**src/rtl/wfg_drive_pat_pkg.sv**
```systemverilog
// Shared types for the waveform pattern driver: FSM states and per-channel mode encodings.
package wfg_drive_pat_pkg;

  typedef enum logic [1:0] {
    ST_DISABLED = 2'd0,
    ST_ARMED    = 2'd1,
    ST_RUNNING  = 2'd2
  } state_e;

  localparam int MODE_W = 2;
  typedef logic [MODE_W-1:0] mode_t;

  localparam mode_t MODE_LOW    = 2'd0;
  localparam mode_t MODE_HIGH   = 2'd1;
  localparam mode_t MODE_DATA   = 2'd2;
  localparam mode_t MODE_TOGGLE = 2'd3;

endpackage

```
**src/rtl/wfg_drive_pat_channel.sv**
```systemverilog
// One pattern output: toggle state plus the registered mode/window/idle output mux.
module wfg_drive_pat_channel
  import wfg_drive_pat_pkg::*;
(
  input  logic  clk,
  input  logic  rst_n,
  input  logic  flush_i,
  input  logic  sync_i,
  input  logic  subcycle_i,
  input  mode_t mode_i,
  input  logic  data_i,
  input  logic  drive_i,
  input  logic  run_win_i,
  input  logic  idle_i,
  output logic  pat_o
);

  logic toggle_q, toggle_d;
  logic pat_q, pat_d;
  logic mode_val;

  // NOTE: every always_comb output gets a default first so no path leaves it unassigned (no latch).
  always_comb begin
    toggle_d = toggle_q;
    if (flush_i || sync_i) begin
      toggle_d = 1'b0;
    end else if (subcycle_i) begin
      toggle_d = ~toggle_q;
    end

    unique case (mode_i)
      MODE_LOW:    mode_val = 1'b0;
      MODE_HIGH:   mode_val = 1'b1;
      MODE_DATA:   mode_val = data_i;
      MODE_TOGGLE: mode_val = toggle_d;
      default:     mode_val = 1'b0;
    endcase

    pat_d = 1'b0;
    if (drive_i) begin
      pat_d = run_win_i ? mode_val : idle_i;
    end
  end

  // NOTE: sequential state uses non-blocking assignments so all registers update from pre-edge values.
  always_ff @(posedge clk) begin
    if (!rst_n) begin
      toggle_q <= 1'b0;
      pat_q    <= 1'b0;
    end else begin
      toggle_q <= toggle_d;
      pat_q    <= pat_d;
    end
  end

  assign pat_o = pat_q;

endmodule

```
**src/rtl/wfg_drive_pat.sv**
```systemverilog
// Pattern driver: FSM, 1-entry stream prefetch buffer, subcycle window and status.
// Define WFG_DRIVE_PAT_STATUS_EN to add the saturating underflow_cnt_o counter.
module wfg_drive_pat
  import wfg_drive_pat_pkg::*;
#(
  parameter int CHANNELS        = 8,
  parameter int AXIS_DATA_WIDTH = 32
) (
  input  logic                         clk,
  input  logic                         rst_n,
  input  logic                         en_i,
  input  logic                         wfg_pat_sync_i,
  input  logic                         wfg_pat_subcycle_i,
  input  logic                         wfg_pat_start_i,
  input  logic [7:0]                   wfg_pat_subcycle_cnt_i,
  input  logic [AXIS_DATA_WIDTH-1:0]   wfg_axis_tdata_i,
  input  logic                         wfg_axis_tvalid_i,
  output logic                         wfg_axis_tready_o,
  input  logic [MODE_W*CHANNELS-1:0]   cfg_mode_i,
  input  logic [7:0]                   cfg_begin_i,
  input  logic [7:0]                   cfg_end_i,
  input  logic [CHANNELS-1:0]          cfg_idle_i,
  output logic [CHANNELS-1:0]          pat_o,
  output logic                         active_o,
  output logic                         underflow_o
`ifdef WFG_DRIVE_PAT_STATUS_EN
  ,
  output logic [15:0]                  underflow_cnt_o
`endif
);

  state_e              state_q, state_d;
  logic [CHANNELS-1:0] buf_q, buf_d;
  logic [CHANNELS-1:0] word_q, word_d;
  logic                buf_full_q, buf_full_d;
  logic                underflow_q, underflow_d;
  logic                active_q;
  logic                sync_live, underflow_evt, accept, in_win, run_win, drive;
  logic                unused_tdata;

  // Stream bits above CHANNELS-1 carry no pattern information.
  assign unused_tdata = ^wfg_axis_tdata_i;

  assign wfg_axis_tready_o = (state_q != ST_DISABLED) && !buf_full_q;
  assign accept            = wfg_axis_tvalid_i && wfg_axis_tready_o;
  assign sync_live         = en_i && wfg_pat_sync_i && (state_q != ST_DISABLED);
  assign underflow_evt     = sync_live && !buf_full_q;

  always_comb begin
    state_d     = state_q;
    buf_d       = buf_q;
    buf_full_d  = buf_full_q;
    word_d      = word_q;
    underflow_d = underflow_q;

    if (!en_i) begin
      state_d     = ST_DISABLED;
      buf_d       = '0;
      buf_full_d  = 1'b0;
      word_d      = '0;
      underflow_d = 1'b0;
    end else begin
      unique case (state_q)
        ST_DISABLED: if (wfg_pat_start_i) state_d = ST_ARMED;
        ST_ARMED:    if (wfg_pat_sync_i)  state_d = ST_RUNNING;
        ST_RUNNING:  state_d = ST_RUNNING;
        default:     state_d = ST_DISABLED;
      endcase

      // accept only happens with the buffer empty, so it never collides with the sync hand-off.
      if (accept) begin
        buf_d      = wfg_axis_tdata_i[CHANNELS-1:0];
        buf_full_d = 1'b1;
      end
      if (sync_live) begin
        if (buf_full_q) begin
          word_d     = buf_q;
          buf_full_d = 1'b0;
        end else begin
          underflow_d = 1'b1;
        end
      end
    end
  end

  // Outputs are computed from next state so a pulse is visible on pat_o one cycle later.
  assign in_win  = (cfg_begin_i <= wfg_pat_subcycle_cnt_i) && (wfg_pat_subcycle_cnt_i <= cfg_end_i);
  assign run_win = (state_d == ST_RUNNING) && in_win;
  assign drive   = (state_d != ST_DISABLED);

  always_ff @(posedge clk) begin
    if (!rst_n) begin
      state_q     <= ST_DISABLED;
      buf_q       <= '0;
      buf_full_q  <= 1'b0;
      word_q      <= '0;
      underflow_q <= 1'b0;
      active_q    <= 1'b0;
    end else begin
      state_q     <= state_d;
      buf_q       <= buf_d;
      buf_full_q  <= buf_full_d;
      word_q      <= word_d;
      underflow_q <= underflow_d;
      active_q    <= (state_d == ST_RUNNING);
    end
  end

  for (genvar i = 0; i < CHANNELS; i++) begin : g_ch
    wfg_drive_pat_channel u_ch (
      .clk        (clk),
      .rst_n      (rst_n),
      .flush_i    (!en_i),
      .sync_i     (sync_live),
      .subcycle_i (wfg_pat_subcycle_i),
      .mode_i     (cfg_mode_i[MODE_W*i +: MODE_W]),
      .data_i     (word_d[i]),
      .drive_i    (drive),
      .run_win_i  (run_win),
      .idle_i     (cfg_idle_i[i]),
      .pat_o      (pat_o[i])
    );
  end

  assign active_o    = active_q;
  assign underflow_o = underflow_q;

`ifdef WFG_DRIVE_PAT_STATUS_EN
  logic [15:0] ucnt_q, ucnt_d;

  always_comb begin
    ucnt_d = ucnt_q;
    if (!en_i) begin
      ucnt_d = '0;
    end else if (underflow_evt && (ucnt_q != 16'hFFFF)) begin
      ucnt_d = ucnt_q + 16'd1;
    end
  end

  always_ff @(posedge clk) begin
    if (!rst_n) ucnt_q <= '0;
    else        ucnt_q <= ucnt_d;
  end

  assign underflow_cnt_o = ucnt_q;
`else
  logic unused_evt;
  assign unused_evt = underflow_evt;
`endif

endmodule
```
**config.mk**
```make
export PLATFORM = sky130hd
export DESIGN_NAME = wfg_drive_pat
export DESIGN_NICKNAME = d
export VERILOG_FILES = /design/src/rtl/wfg_drive_pat_pkg.sv /design/src/rtl/wfg_drive_pat_channel.sv /design/src/rtl/wfg_drive_pat.sv
export SDC_FILE = /design/constraint.sdc
export NUM_CORES = 1
export LEC_CHECK = 0
export CAP_MARGIN = 30
export CELL_PAD_IN_SITES_DETAIL_PLACEMENT = 0
export CELL_PAD_IN_SITES_GLOBAL_PLACEMENT = 1
export CORE_ASPECT_RATIO = 0.8
export CORE_MARGIN = 2
export CORE_UTILIZATION = 29
export CTS_CLUSTER_DIAMETER = 150
export DETAILED_ROUTE_END_ITERATION = 10
export PLACE_DENSITY_LB_ADDON = 0.2
export SYNTH_ARGS = -nofsm -noshare
export SYNTH_HDL_FRONTEND = slang
export SYNTH_SLANG_ARGS = --single-unit
```
**constraint.sdc**
```tcl
create_clock -name clk -period 2.1 [get_ports clk]
set_input_delay 0.42 -clock clk [delete_from_list [all_inputs] [get_ports clk]]
set_output_delay 0.42 -clock clk [all_outputs]
set_load 0.05 [all_outputs]
```
=== Word-level counts from Yosys, hierarchy flattened ===
Cells that the tools add are included.

* $lt $le $gt $ge: 2
* Eq/ne operators: 27
* Mux-type cells: 42
* Bitwise gates (word level): 9
* Reduce and logical (&&, ||, !) cells: 23

{| class="wikitable"
|+ Operators by type and width
! kind !! number
|-
| 2-bit equality test (second input constant) || 18
|-
| 1-bit one-hot mux with 4 select lines || 8
|-
| 1-bit two-way mux || 27
|-
| 8-bit two-way mux || 3
|-
| 2-bit by 1-bit equality test with 1-bit output (second input constant) || 9
|-
| 2-bit logical NOT || 9
|-
| 8-bit less-or-equal comparator || 2
|-
| 1-bit NOT || 9
|-
| 1-bit logical AND || 6
|-
| 2-bit two-way mux || 3
|-
| 2-bit one-hot mux with 3 select lines || 1
|-
| 2-bit AND reduction || 3
|-
| 2-bit nonzero test || 2
|-
| 1-bit logical NOT || 2
|-
| 1-bit logical OR || 1
|}

* Register bits: 37
* Output and inout port bits: 11

=== Depth between registers and ports, before layout ===
Gate-level depths: netlist of run 1.

* Depth in word-level cells: 6
* Mapped depth: 9

=== By module ===
A second synthesis of run 1 with hierarchy kept.

* Cell total of the unflattened synthesis: 238
* Area total of the unflattened synthesis: 2,092.0 um2

{| class="wikitable"
|+ Modules (own cells, without submodules)
! module !! instances !! cells each !! area an instance (um2) !! sequential area each (um2)
|-
| wfg_drive_pat || 1 || 150 || 1,301.2 || 420.4
|-
| wfg_drive_pat_channel || 8 || 11 || 98.8 || 40.0
|}

=== Least setup slack after synthesis of run 1 ===
OpenSTA, ideal clock, no wires.

* Kind: input port to flip-flop
* From: input port wfg_pat_subcycle_cnt_i[1]
* To: register g_ch[7].u_ch.pat_q
* Arrival time: 1.696 ns
* Data required time: 2.029 ns
* Setup slack: 0.333 ns
* Stages: 8
* Cells stage by stage: inv_1 -> ha_1 -> nor2b_1 -> o211ai_1 -> a21oi_1 -> o22ai_1 -> o211ai_1 -> a21oi_1

* Cells in the longest elaborated chain, start to end: 4

{| class="wikitable"
|+ Ends and longest elaborated chain
! what !! line !! source
|-
| start: declaration || wfg_drive_pat.sv:15 || <nowiki>input logic [7:0] wfg_pat_subcycle_cnt_i,</nowiki>
|-
| 8-bit less-or-equal comparator || wfg_drive_pat.sv:87 || <nowiki>assign in_win = (cfg_begin_i <= wfg_pat_subcycle_cnt_i) && (wfg_pat_subcycle_cnt_i <= cfg_end_i);</nowiki>
|-
| 1-bit logical AND (*) || wfg_drive_pat.sv:87 ||
|-
| 1-bit logical AND (*) || wfg_drive_pat.sv:88 || <nowiki>assign run_win = (state_d == ST_RUNNING) && in_win;</nowiki>
|-
| 1-bit two-way mux (*) || wfg_drive_pat_channel.sv:41 || <nowiki>pat_d = run_win_i ? mode_val : idle_i;</nowiki>
|-
| end signal: assignment || wfg_drive_pat_channel.sv:52 || <nowiki>pat_q <= pat_d;</nowiki>
|-
| end: declaration || wfg_drive_pat_channel.sv:19 || <nowiki>logic pat_q, pat_d;</nowiki>
|}

Every way passes the cells marked *; elsewhere a longest branch is shown, timed or not.
A chain may end at the register's enable or synchronous reset.

=== Final worst setup path of run 1 ===
* From: input port wfg_pat_subcycle_cnt_i[7]
* To: register g_ch[1].u_ch.pat_q

* Cells in the longest elaborated chain, start to end: 4

{| class="wikitable"
|+ Ends and longest elaborated chain
! what !! line
|-
| 8-bit less-or-equal comparator || wfg_drive_pat.sv:87
|-
| 1-bit logical AND (*) || wfg_drive_pat.sv:87
|-
| 1-bit logical AND (*) || wfg_drive_pat.sv:88
|-
| 1-bit two-way mux (*) || wfg_drive_pat_channel.sv:41
|-
| end signal: assignment || wfg_drive_pat_channel.sv:52
|-
| end: declaration || wfg_drive_pat_channel.sv:19
|}

Marks and branches as above.

==> results of run 1 <==
## cells in the mapped netlist, types with 2 or more instances
| cell type | n | area share |
|---|---|---|
| o211ai_1 | 3 | 0.011 |
| mux2i_1 | 3 | 0.015 |
| a21oi_1 | 26 | 0.064 |
| o21ai_0 | 11 | 0.027 |
| nor2b_1 | 10 | 0.031 |
| and3_1 | 3 | 0.0093 |
| clkbuf_1 | 5 | 0.0093 |
| nand3b_1 | 7 | 0.026 |
| mux2_2 | 6 | 0.033 |
| nand3_1 | 18 | 0.044 |
| nor3_1 | 2 | 0.0049 |
| nand4_1 | 4 | 0.012 |
| nand2_1 | 15 | 0.028 |
| nor2_1 | 11 | 0.020 |
| inv_1 | 17 | 0.032 |
| ha_1 | 16 | 0.099 |
| xnor2_1 | 7 | 0.030 |
| buf_4 | 8 | 0.030 |
| a31oi_1 | 14 | 0.043 |
| buf_2 | 4 | 0.0099 |
| dfxtp_1 | 37 | 0.37 |
## area by class of cell
class                      instances  area share
clock inverter                     2    0.003349
sequential                        37      0.2478
timing repair buffer              85      0.2813
clock buffer                       6     0.02428
multi-input combinational        167      0.3855
inverter                          17     0.02135
tap                               87     0.03642
## metrics by stage
stage / TNS [ps] / utilization / instances
after global routing: -48.85 / 0.4380 / 401
after floorplan: 0 / - / 239
final: 0 / 0.4380 / 401
after CTS: 0 / 0.4314 / 401
after detailed placement: -3124 / 0.4184 / 393
after global placement: -2388 / 0.4184 / 393
## per-layer routing
layer	up-vias	global-route usage	routed length, µm
met5	-	0	0
met4	0	0.04167	46
met3	5	0.03697	246
met2	46	0.1910	2047
met1	820	0.2071	2763
li1	979	-	-
## repair_timing
item,CTS,global route
resized for setup,1,15
pin swaps,0,11
hold buffers,0,0
endpoints found under the setup margin,8,8
## kinds of logic after synthesis
logic type | count (synthesis)
adder cells (fa/ha/maj) | 16
AO/OA/AOI/OAI | 61
flip-flops | 37
AND/OR/NAND/NOR | 72
multiplexers | 10
XOR/XNOR | 8
buffers and inverters | 35
## sequential cells by signal, summed over array words and instances, names as in the netlist
register / cells
active_o: 1
buf_full_q: 1
buf_q: 8
g_ch.u_ch.pat_o: 8
g_ch.u_ch.toggle_q: 8
state_q: 2
underflow_o: 1
word_q: 8
## power by group through the flow
stage	sequential, µW	clock, µW	combinational (µW)
after floorplan	742	0	175
after global placement	743	0	355
after detailed placement	744	0	357
after CTS	727	502	361
after global routing	728	525	408
final	727	481	366
## worst paths after layout
check / startpoint / endpoint / slack, ps / depth (start not counted)
setup reg to reg: state_q[0]$_SDFF_PN0_ / g_ch[6].u_ch.pat_o$_SDFF_PN0_ / 370 / 6
hold / removal: buf_q[3]$_SDFFE_PN0P_ / buf_q[3]$_SDFFE_PN0P_ / 460 / 2
setup / recovery: wfg_pat_subcycle_cnt_i[7] / g_ch[1].u_ch.pat_o$_SDFF_PN0_ / 90 / 8
hold reg to reg: buf_q[3]$_SDFFE_PN0P_ / buf_q[3]$_SDFFE_PN0P_ / 460 / 2
## tightest hold or removal path, cell delays in order, from the launching register on
cell	delay [ps]
dfxtp_1	310
nand2_1	50
a21oi_1	50
==> impl_metrics.tcl, run 1 <==
set metrics [dict create \
    p_leak_uw 0.001190 \
    critPathCaptureType "flip-flop" \
    track_usage 0.1380 \
    initial_core_util 0.2968 \
    area_growth_pct 47.56 \
    min_period_ps 2013 \
    fp.coreArea_um2 6824 \
    nNetsFinal 416 \
    path_cells "clkdlybuf4s50_1 -> inv_2 -> ha_4 -> nand4_1 -> a21oi_2 -> o22a_2 -> o21ai_0 -> a21oi_1" \
    hold_ws_ps 458.9 \
    muxShareOfSynthArea 0.05374 \
    syn_inst 239 \
    crit_fanout 8 \
    postCtsSetupBuffers 0 \
    row_count 27 \
    path_buf_inv 2 \
    min_path_type "flip-flop to flip-flop" \
    final_area_um2 2989 \
    synth-xor-area-share 0.03459 \
    grt_pass1_vias 1741 \
    dr_total_vias 1850 \
    peakVddDrop_uv 232.2 \
    clock_power_share 0.305 \
    ant_nets 0 \
    clock.fmax_mhz 496.8 \
    antenna_found_initial 0 \
    clk_pin_slew_worst_paths_ps 70 \
    vias_per_cell 4.613 \
    gp_congestion 0.7537 \
    placed_cell_area_um2 2855 \
    grt_overflow 0 \
    worst_slack_ps 87.18 \
    yosys.area_share.simple 0.1822 \
    startpoint_type "input port" \
    clock_path_buffers 2 \
    power_uw 1574 \
    power.share.combinational 0.232 \
    synth_top_family_by_area "simple AND/OR/NAND/NOR gates" \
    wire_per_inst_um 12.73 \
    final-hold-violation-count 0 \
    root_buffer "clkbuf_8" \
    drv_cap 0 \
    fin_crit_sh 0.9585 \
    final_common_cell "clkdlybuf4s50_1" \
    n_antenna_cell 0 \
    multi_input_area_um2 1152 \
    slowest_delay_ps 500 \
    cts_tree "built" \
    hpwl_mm 4.119 \
    ys_seq_area_frac 0.3657 \
    async_flop_share 0 \
    status "complete, no violations" \
    fin_skew_ps 2.377 \
    arrival_ps 2230 \
    seq_power_share 0.462 \
    synth_top_flop_cell "dfxtp_1" \
    wl_mm 5.105 \
    p_int_uw 1149 \
    clkSinkCount 37 \
    synth_edf_count 0 \
    worstPathRequired_ps 2320 \
    synth_area_per_cell_um2 8.476 \
    die_h_um 78.76 \
    final_cell_mix "clkdlybuf4s50_1, dfxtp_1, a21oi_1" \
    slowest_stage "clkdlybuf4s50_1" \
    drt_iter0_markers 88 \
    p_per_area_nw_per_um2 526.5 \
    drc 0 \
    final_max_slew_viol_count 0 \
    first_pass_iters 4 \
    die_width_um 97.44 \
    setup_viol 0 \
    layout-drive-gt1-share 0.1115 \
    crit_type "input port to flip-flop" \
    grt_pass1_wl_mm 8.300 \
    worst_slew_pin_slew_ps 495.6 \
    ctsHtreeMaxLevel 2 \
    clock_latency_ps 290 \
    cts_made_buffers 5 \
    regArea_um2 740.7 \
    cp_top_family "compound AO/OA/AOI/OAI gates" \
    portBuffers 73 \
    relSlewSlack 0.6686 \
    synth_fa_ha_area_frac 0.09883 \
    power.switching_uw 425.0 \
    syn-num-nets 342 \
    synth-seq-cells 37 \
    synth_warnings 0 \
    synth_cell_type_count 33 \
    num-fill-cells 695 \
    grt_max_degree 20 \
    pre_cts_slack_ps -418.5 \
    swShare 0.2701 \
    syn_area_um2 2026 \
    ios 98 \
    synth_compound_area_frac 0.1791 \
    die_area_um2 7674 \
]
Power figures use the tool's default switching activity.
==> inputs of run 2 (changes only) <==
- MAX_ROUTING_LAYER: default -> met4
==> run 2 against run 1 <==
Cell count unchanged. Utilization stayed put. Clock power is essentially flat. Largest cell class unchanged. Hold slack hardly changed. Wire length increased by 0.16%. Die area did not move. Register-to-register slack about the same.
==> impl_metrics.tcl, run 2 (synthesized netlist as in run 1, its figures left out) <==
set metrics [dict create \
    relSlewSlack 0.6686 \
    portBuffers 73 \
    min_period_ps 2013 \
    dr_total_vias 1850 \
    final_max_slew_viol_count 0 \
    antenna_found_initial 0 \
    placed_cell_area_um2 2855 \
    track_usage 0.1419 \
    grt_max_degree 20 \
    clock_path_buffers 2 \
    grt_pass1_vias 1737 \
    final_util 0.4380 \
    r2r_start "state_q[0]$_SDFF_PN0_" \
    p_leak_uw 0.001190 \
    cts_tree "built" \
    critPathCaptureType "flip-flop" \
    clock.fmax_mhz 496.8 \
    wl_mm 5.113 \
    r2r-end "g_ch[6].u_ch.pat_o$_SDFF_PN0_" \
    root_buffer "clkbuf_8" \
    gp_congestion 0.7635 \
    drc 0 \
    grt_overflow 0 \
    hpwl_mm 4.119 \
    area_growth_pct 47.56 \
    ant_nets 0 \
    drv_cap 0 \
    crit_fanout 8 \
    first_pass_iters 4 \
    status "complete, no violations" \
    layout-drive-gt1-share 0.1115 \
    hold_path_end "buf_q[3]$_SDFFE_PN0P_" \
    fp.coreArea_um2 6824 \
    clkSinkCount 37 \
    final_area_um2 2989 \
    arrival_ps 2230 \
    postCtsHoldBufs 0 \
    ctsHtreeMaxLevel 2 \
    final_common_cell "clkdlybuf4s50_1" \
    row_count 27 \
    wire_per_inst_um 12.75 \
    final-hold-violation-count 0 \
    worstPathRequired_ps 2320 \
    fin_skew_ps 2.327 \
    drt_iter0_markers 92 \
    p_per_area_nw_per_um2 526.4 \
    nNetsFinal 416 \
    initial_core_util 0.2968 \
    fin_crit_sh 0.9586 \
    worst_hold_startpoint "buf_q[3]$_SDFFE_PN0P_" \
    clk_pin_slew_worst_paths_ps 70 \
    crit_type "input port to flip-flop" \
    reg2regPathDepth 6 \
    hold_ws_ps 458.8 \
    cts_made_buffers 5 \
    ios 98 \
    worst_slew_pin_slew_ps 495.6 \
    grt_pass1_wl_mm 8.286 \
    die_width_um 97.44 \
    n_antenna_cell 0 \
    die_area_um2 7674 \
    setup_viol 0 \
    vias_per_cell 4.613 \
    peakVddDrop_uv 232.2 \
    clock_latency_ps 290 \
    min_path_type "flip-flop to flip-flop" \
    die_h_um 78.76 \
    whs_path_depth 2 \
    final_cell_mix "clkdlybuf4s50_1, dfxtp_1, a21oi_1" \
    ff2ff_setup_slack_ps 360 \
    startpoint_type "input port" \
]
-- run 2: cell counts in the layout (fill, tap and decap cells not counted) --
No cell type changed its count.
-- run 2: worst max-delay path: stages --
cell and delay, ps:
clkdlybuf4s50_1 500, inv_2 60, ha_4 260, nand4_1 230, a21oi_2 280, o22a_2 230, o21ai_0 100, a21oi_1 140
-- run 2: through the flow --
step / setup WS (ps) / TNS [ps] / total power, µW / cells
5_1_grt: -15.94 / -48.83 / 1661 / 401
4_1_cts: 64.78 / 0 / 1589 / 401
2_1_floorplan: 332.6 / 0 / 917.3 / 239
3_5_place_dp: -418.5 / -3124 / 1100 / 393
3_3_place_gp: -311.9 / -2388 / 1098 / 393
6_report: 86.98 / 0 / 1574 / 401
-- run 2: area by class of cell --
class	count	area, µm²
Multi-Input combinational cell	167	1152
Clock buffer	6	72.57
Sequential cell	37	740.7
Inverter	17	63.81
Clock inverter	2	10.01
Fill cell	695	3835
Timing Repair Buffer	85	840.8
Tap cell	87	108.9
-- run 2: worst max path at each step --
stage                              start                       endpoint  slack, ps  cells after the start
2_1_floorplan  wfg_pat_subcycle_cnt_i[1]  g_ch[7].u_ch.pat_o$_SDFF_PN0_        330                      8
3_3_place_gp   wfg_pat_subcycle_cnt_i[1]  g_ch[2].u_ch.pat_o$_SDFF_PN0_       -310                      9
3_5_place_dp   wfg_pat_subcycle_cnt_i[1]  g_ch[7].u_ch.pat_o$_SDFF_PN0_       -420                      9
4_1_cts                     cfg_end_i[1]  g_ch[7].u_ch.pat_o$_SDFF_PN0_         60                      9
5_1_grt        wfg_pat_subcycle_cnt_i[7]  g_ch[0].u_ch.pat_o$_SDFF_PN0_        -20                      8
6_report       wfg_pat_subcycle_cnt_i[7]  g_ch[1].u_ch.pat_o$_SDFF_PN0_         90                      8
-- run 2: repair_timing --
action	CTS	global route
buffers inserted	0	0
cloned	0	0
setup endpoints to repair	8	8
pin swaps	0	11
gates resized for setup	1	15
-- run 2: where the power goes --
| group | leakage (µW) | total [µW] | switching, µW | internal (µW) |
|---|---|---|---|---|
| Sequential | 0.000300 | 727 | 8.82 | 718 |
| Combinational | 0.000845 | 366 | 166 | 200 |
| Clock | 0.0000450 | 480 | 251 | 230 |
-- run 2: per-layer routing --
metal	share of wire	wire length, µm	vias up	global-route usage
li1	-	-	979	-
met1	0.54	2760	820	0.2065
met2	0.40	2049	46	0.1910
met3	0.050	255	5	0.03785
met4	0.0094	48	0	0.04167
met5	0	0	-	-
